$ cat config.mk
export PLATFORM = sky130hd
export DESIGN_NAME = stereo_pan_mixer_flat
export DESIGN_NICKNAME = d
export VERILOG_FILES = /design/src/rtl/stereo_pan_mixer_pkg.sv /design/src/rtl/stereo_pan_mixer_if.sv /design/src/rtl/stereo_pan_mixer_slew.sv /design/src/rtl/stereo_pan_mixer.sv /design/src/flat_wrapper.sv
export SDC_FILE = /design/constraint.sdc
export NUM_CORES = 1
export LEC_CHECK = 0
export ABC_AREA = 1
export BUFFER_PORTS_ARGS = -buffer_cell sky130_fd_sc_hd__buf_4
export CAP_MARGIN = 20
export CORE_MARGIN = 2
export CORE_UTILIZATION = 35
export DETAILED_ROUTE_END_ITERATION = 10
export MAX_ROUTING_LAYER = met4
export PLACE_DENSITY = 0.58
export RECOVER_POWER = 25
export SETUP_SLACK_MARGIN = 0.02
export SLEW_MARGIN = 30
export SYNTH_ARGS = -nofsm -noshare
export SYNTH_HDL_FRONTEND = slang
export SYNTH_SLANG_ARGS = --single-unit
$ cat constraint.sdc
create_clock -name CLOCK_50 -period 7.5 [get_ports CLOCK_50]
set_input_delay 0.375 -clock CLOCK_50 [delete_from_list [all_inputs] [get_ports CLOCK_50]]
set_output_delay 0.375 -clock CLOCK_50 [all_outputs]
set_load 0.005 [all_outputs]
$ cat src/rtl/stereo_pan_mixer_pkg.sv
`default_nettype none
// +----------------------------------------------------------------------+
// | Module   : pan_pkg                                                   |
// | Desc     : Shared types and constants for stereo_pan_mixer           |
// | Revision : 1.0  initial release                                      |
// +----------------------------------------------------------------------+
package pan_pkg;

  typedef enum logic [1:0] {
    IDLE  = 2'd0,
    MUL_L = 2'd1,
    MUL_R = 2'd2,
    OUT   = 2'd3
  } pan_state_t;

  localparam logic [15:0] PAN_MAX    = 16'h7FFF;
  localparam logic [15:0] PAN_CENTER = 16'h4000;

  typedef logic signed [15:0] sample_t;
  typedef logic        [15:0] gain_t;

  // Pan words with bit 15 set are out of range and pin to hard right
  function automatic gain_t pan_clamp(input gain_t p);
    return p[15] ? PAN_MAX : p;
  endfunction

endpackage
`default_nettype wire

$ cat src/rtl/stereo_pan_mixer_if.sv
`default_nettype none
// +----------------------------------------------------------------------+
// | Module   : stereo_pan_mixer_if                                       |
// | Desc     : Sample/pan in, stereo pair out, with strobes and busy     |
// | Revision : 1.0  initial release                                      |
// +----------------------------------------------------------------------+
interface stereo_pan_mixer_if;
  import pan_pkg::*;

  sample_t SAMPLE_IN;
  logic    SAMPLE_VALID;
  gain_t   PAN_IN;
  sample_t LEFT_OUT;
  sample_t RIGHT_OUT;
  logic    OUT_VALID;
  logic    BUSY;

  modport master (
    output SAMPLE_IN, SAMPLE_VALID, PAN_IN,
    input  LEFT_OUT, RIGHT_OUT, OUT_VALID, BUSY
  );

  modport slave (
    input  SAMPLE_IN, SAMPLE_VALID, PAN_IN,
    output LEFT_OUT, RIGHT_OUT, OUT_VALID, BUSY
  );

endinterface
`default_nettype wire

$ cat src/rtl/stereo_pan_mixer_slew.sv
`default_nettype none
// +----------------------------------------------------------------------+
// | Module   : pan_slew                                                  |
// | Desc     : Pan target clamp with optional slew limiter. With macro   |
// |            PAN_SLEW_EN defined the applied pan moves at most         |
// |            SLEW_STEP per accept; otherwise it follows the clamped    |
// |            target directly.                                          |
// | Revision : 1.0  initial release                                      |
// +----------------------------------------------------------------------+
module pan_slew
  import pan_pkg::*;
#(
  parameter gain_t SLEW_STEP = 16'h0040
) (
  input  logic  clk_i,
  input  logic  rst_n_i,
  input  logic  accept_i,
  input  gain_t target_i,
  output gain_t pan_cur_o
);

  gain_t w_target;
  gain_t pan_d;
  gain_t pan_q;

  assign w_target = pan_clamp(target_i);

`ifdef PAN_SLEW_EN
  // Step toward the target; snap when within one step so it never overshoots
  always_comb begin
    pan_d = pan_q;
    if (w_target > pan_q) begin
      pan_d = ((w_target - pan_q) <= SLEW_STEP) ? w_target : (pan_q + SLEW_STEP);
    end else if (w_target < pan_q) begin
      pan_d = ((pan_q - w_target) <= SLEW_STEP) ? w_target : (pan_q - SLEW_STEP);
    end
  end
`else
  gain_t unused_slew_step;
  assign unused_slew_step = SLEW_STEP;

  // Without slew limiting the applied pan is simply the clamped target
  always_comb begin
    pan_d = w_target;
  end
`endif

  // Applied pan register, updated only when a sample is accepted
  always_ff @(posedge clk_i or negedge rst_n_i) begin
    if (!rst_n_i) begin
      pan_q <= PAN_CENTER;
    end else if (accept_i) begin
      pan_q <= pan_d;
    end
  end

  assign pan_cur_o = pan_q;

endmodule
`default_nettype wire

$ cat src/rtl/stereo_pan_mixer.sv
`default_nettype none
// +----------------------------------------------------------------------+
// | Module   : stereo_pan_mixer                                          |
// | Desc     : Applies a Q15 pan word to a mono sample, producing a      |
// |            left/right pair with one shared multiplier. Optional      |
// |            pan slew limiting is enabled by macro PAN_SLEW_EN.        |
// | Revision : 1.0  initial release                                      |
// +----------------------------------------------------------------------+
module stereo_pan_mixer
  import pan_pkg::*;
#(
  parameter gain_t SLEW_STEP = 16'h0040
) (
  input  logic                     CLOCK_50,
  input  logic                     RESET,
  stereo_pan_mixer_if.slave        bus
);

  pan_state_t         state_q;
  sample_t            sample_q;
  sample_t            hold_l_q;
  sample_t            left_q;
  sample_t            right_q;
  logic               valid_q;
  logic               busy_q;

  logic               w_accept;
  gain_t              w_pan_cur;
  gain_t              w_gain;
  logic signed [32:0] w_prod;
  sample_t            w_res;
  logic               unused_prod_bits;

  assign w_accept = (state_q == IDLE) && bus.SAMPLE_VALID;

  pan_slew #(
    .SLEW_STEP (SLEW_STEP)
  ) u_pan_slew (
    .clk_i     (CLOCK_50),
    .rst_n_i   (RESET),
    .accept_i  (w_accept),
    .target_i  (bus.PAN_IN),
    .pan_cur_o (w_pan_cur)
  );

  // Shared multiplier: left gain in MUL_L, right gain otherwise.
  // Gain is below 1.0, so bits [30:15] always hold the full result.
  assign w_gain           = (state_q == MUL_L) ? (PAN_MAX - w_pan_cur) : w_pan_cur;
  assign w_prod           = $signed({1'b0, w_gain}) * sample_q;
  assign w_res            = w_prod[30:15];
  assign unused_prod_bits = ^{w_prod[32:31], w_prod[14:0]};

  // Sequencer: accept -> left product -> right product -> present pair.
  // The output registers load on entry to OUT so the pair and OUT_VALID
  // appear in the same cycle.
  always_ff @(posedge CLOCK_50 or negedge RESET) begin
    if (!RESET) begin
      state_q  <= IDLE;
      sample_q <= '0;
      hold_l_q <= '0;
      left_q   <= '0;
      right_q  <= '0;
      valid_q  <= 1'b0;
      busy_q   <= 1'b0;
    end else begin
      valid_q <= 1'b0;
      case (state_q)
        IDLE: begin
          if (bus.SAMPLE_VALID) begin
            sample_q <= bus.SAMPLE_IN;
            busy_q   <= 1'b1;
            state_q  <= MUL_L;
          end
        end
        MUL_L: begin
          hold_l_q <= w_res;
          state_q  <= MUL_R;
        end
        MUL_R: begin
          left_q  <= hold_l_q;
          right_q <= w_res;
          valid_q <= 1'b1;
          state_q <= OUT;
        end
        OUT: begin
          busy_q  <= 1'b0;
          state_q <= IDLE;
        end
        default: begin
          busy_q  <= 1'b0;
          state_q <= IDLE;
        end
      endcase
    end
  end

  assign bus.LEFT_OUT  = left_q;
  assign bus.RIGHT_OUT = right_q;
  assign bus.OUT_VALID = valid_q;
  assign bus.BUSY      = busy_q;

endmodule
`default_nettype wire

$ cat src/flat_wrapper.sv
// flat-port wrapper written by rule: the top's interface ports become plain ports
module stereo_pan_mixer_flat import pan_pkg::*;
#(
  parameter gain_t SLEW_STEP = 16'h0040
)
  (CLOCK_50, RESET, bus_SAMPLE_IN, bus_SAMPLE_VALID, bus_PAN_IN, bus_LEFT_OUT, bus_RIGHT_OUT, bus_OUT_VALID, bus_BUSY);
  stereo_pan_mixer_if bus_i ();
  input  logic CLOCK_50;
  input  logic RESET;
  input wire logic [$bits(bus_i.SAMPLE_IN)-1:0] bus_SAMPLE_IN;
  input wire logic [$bits(bus_i.SAMPLE_VALID)-1:0] bus_SAMPLE_VALID;
  input wire logic [$bits(bus_i.PAN_IN)-1:0] bus_PAN_IN;
  output wire logic [$bits(bus_i.LEFT_OUT)-1:0] bus_LEFT_OUT;
  output wire logic [$bits(bus_i.RIGHT_OUT)-1:0] bus_RIGHT_OUT;
  output wire logic [$bits(bus_i.OUT_VALID)-1:0] bus_OUT_VALID;
  output wire logic [$bits(bus_i.BUSY)-1:0] bus_BUSY;
  assign bus_i.SAMPLE_IN = bus_SAMPLE_IN;
  assign bus_i.SAMPLE_VALID = bus_SAMPLE_VALID;
  assign bus_i.PAN_IN = bus_PAN_IN;
  assign bus_LEFT_OUT = bus_i.LEFT_OUT;
  assign bus_RIGHT_OUT = bus_i.RIGHT_OUT;
  assign bus_OUT_VALID = bus_i.OUT_VALID;
  assign bus_BUSY = bus_i.BUSY;
  stereo_pan_mixer #(.SLEW_STEP(SLEW_STEP)) u_core (.CLOCK_50(CLOCK_50), .RESET(RESET), .bus(bus_i));
endmodule
==> results.sh <==
export IMPL_hpwl_mm=27.2
export IMPL_drc=0
export IMPL_syn_nets=1771
export IMPL_fin_cells=1942
export IMPL_layout_drive_gt1_share=0.0680
export IMPL_fillers=3399
export IMPL_synthArstFlopShare=1.00
export IMPL_port_buffers=68
export IMPL_rows=66
export IMPL_cts_resized=0
export IMPL_max_freq_mhz=145
export IMPL_htreeDepth=3
export IMPL_num_io_pins=69
export IMPL_synthCells=1440
export IMPL_overflow=0
export IMPL_synth_seq_area_share=0.181
export IMPL_setup_slack_ps=605
export IMPL_cp_arrival_ps=7150
export IMPL_synth_most_common_cell="nand2_1"
export IMPL_r2r_slack_ps=600
export IMPL_maxCapViolCount=0
export IMPL_drt_initial_drc_count=491
export IMPL_synth_avg_cell_area_um2=7.97
export IMPL_grt_usage=0.210
export IMPL_slowest_stage="fa_1"
export IMPL_hp_start="bus_SAMPLE_IN[0]"
export IMPL_cts_hold_buf=1
export IMPL_cpPeakStageDelay_ps=640
export IMPL_path_clk_slew_ps=70
export IMPL_synth_seq_cells=83
export IMPL_crit_required_ps=7750
export IMPL_whs_ps=228
export IMPL_vias=9275
export IMPL_start_util=0.354
export IMPL_cp_common_cell="fa_1"
export IMPL_setup_viol_count_final=0
export IMPL_antenna_found_initial=0
export IMPL_timing_rr_end="u_core.bus.RIGHT_OUT[12]"
export IMPL_viasPerCell=4.78
export IMPL_nNetsFinal=1827
export IMPL_rr_startpoint="u_core.state_q[1]"
export IMPL_whs_path_depth=3
export IMPL_cts_tree="yes"
export IMPL_totalWireLength_mm=32.6
export IMPL_grt_max_degree=64
export IMPL_die_w_um=185
export IMPL_grt_pass1_wl_mm=53.0
export IMPL_synth_commonest_cells="364 x nand2_1, 290 x inv_1, 179 x fa_1"
export IMPL_dp_cells=1926
export IMPL_ys_warn_count=0
export IMPL_root_buffer="clkbuf_16"
export IMPL_synth_edf_count=0
export IMPL_hold_viol=0
export IMPL_crit_type="reg -> reg"
export IMPL_regArea_mm2=0.00208
export IMPL_cp_start_kind="register"
export IMPL_status="finished clean"
export IMPL_final_setup_tns_ps=0
export IMPL_die_area_mm2=0.0343
export IMPL_layout_min_cycle_time_ps=6900
export IMPL_dr_pass1_iters=5
export IMPL_yosysTopAreaCell="fa_1"
export IMPL_synth_area_mm2=0.0115
export IMPL_cts_path_max_buffers=2
export IMPL_synthTopCellsByArea="fa_1 31%, dfrtp_1 18%, ha_1 13%"
export IMPL_ant_nets=0
export IMPL_reg2reg_depth=25
export IMPL_multi_input_area_mm2=0.00811
export IMPL_rsz0062_at_grt="false"
export IMPL_hold_path_endpoint="u_core.sample_q[0]"
export IMPL_hold_class="in -> reg"
export IMPL_clock_latency_ps=360
export IMPL_worst_pin_slew_ps=1390
export IMPL_place_worst_setup_slack_ps=653
export IMPL_grt_pass1_vias=9904
export IMPL_tritoncts_num_buffers=9
export IMPL_post_cts_buffers=0
export IMPL_slew_headroom=0.0726
export IMPL_drv_slew=0
export IMPL_fp_dieH_um=185
export IMPL_netlist_area_leader_share=0.312
export IMPL_fin_skew_ps=11.4
export IMPL_end_kind="register"
export IMPL_area_growth_pct=11.1
export IMPL_wire_per_inst_um=16.8
export IMPL_critical_path_max_fanout=16
export IMPL_period_share=0.919
export IMPL_cts_sink_count=83
export IMPL_antenna_cells=0
export IMPL_gp_congestion=0.928
export IMPL_synth_top_flop_cell="dfrtp_1"
export IMPL_coreArea_mm2=0.0325
export IMPL_synth_cell_types=33
layer usage:
metal	wire length, µm	GRT usage
met5	0	-
met4	877	0.0610
met3	2100	0.0450
met2	14900	0.322
met1	14700	0.280
flip-flops by register name (all words and copies together), names as in the netlist:
register,count
u_core.bus.BUSY,1
u_core.bus.LEFT_OUT,16
u_core.bus.OUT_VALID,1
u_core.bus.RIGHT_OUT,16
u_core.hold_l_q,16
u_core.sample_q,16
u_core.state_q,2
u_core.u_pan_slew.pan_cur_o,15
placed cells by master, fill, tap and decap left out, types with 10 or more instances in the layout:
master,synthesis,layout
nand2_1,364,364
inv_1,290,290
fa_1,179,179
nor2_1,157,157
ha_1,117,117
dfrtp_1,82,82
o21ai_0,69,69
buf_4,1,51
nand3_1,46,46
a21oi_1,34,34
clkbuf_4,0,24
nor3_1,10,10
final cells by class:
type,count,share of cell area
clock buffers,9,0.0177
flip-flops and latches,83,0.163
clock inverters,6,0.00432
well taps,442,0.0434
inverters,301,0.0887
repair buffers,83,0.0470
multi-input cells,1018,0.636
logic make-up (layout without fill, tap and decap cells):
logic type      Yosys count  in the layout  share of synthesized area
simple gates            593            593                      0.205
fa+ha+maj               296            296                      0.440
xor+xnor                  6              6                    0.00458
buf+inv                 339            399                      0.112
flops                    83             83                      0.181
compound gates          123            123                     0.0571
how the worst max path moves through the flow:
stage                           start  slack [ps]                       end  cells after the start
floorplan           u_core.state_q[1]        1510        u_core.hold_l_q[9]                     28
global placement    u_core.state_q[1]         780  u_core.bus.RIGHT_OUT[12]                     25
detailed placement  u_core.state_q[1]         650       u_core.hold_l_q[12]                     25
CTS                 u_core.state_q[1]         610       u_core.hold_l_q[12]                     25
global route        u_core.state_q[1]         190  u_core.bus.RIGHT_OUT[12]                     25
finish              u_core.state_q[1]         600  u_core.bus.RIGHT_OUT[12]                     25
critical path: cells and delay by family, from the launching register on:
kind | cells | cell delay (ps)
AOI/OAI and AO/OA | 4 | 750
adders and majority gates | 8 | 3740
buffers and inverters | 6 | 940
DFF | 1 | 380
and+or+nand+nor | 7 | 950
per-stage QoR:
stage / instance area [µm²] / util
after CTS: 12800 / 0.394
final: 12800 / 0.393
after global routing: 12800 / 0.393
after global placement: 12500 / 0.385
after detailed placement: 12500 / 0.385
after floorplan: 11500 / -
Power is not shown: default switching activity piles up to over one toggle a cycle in this logic, so the estimate is an artifact.
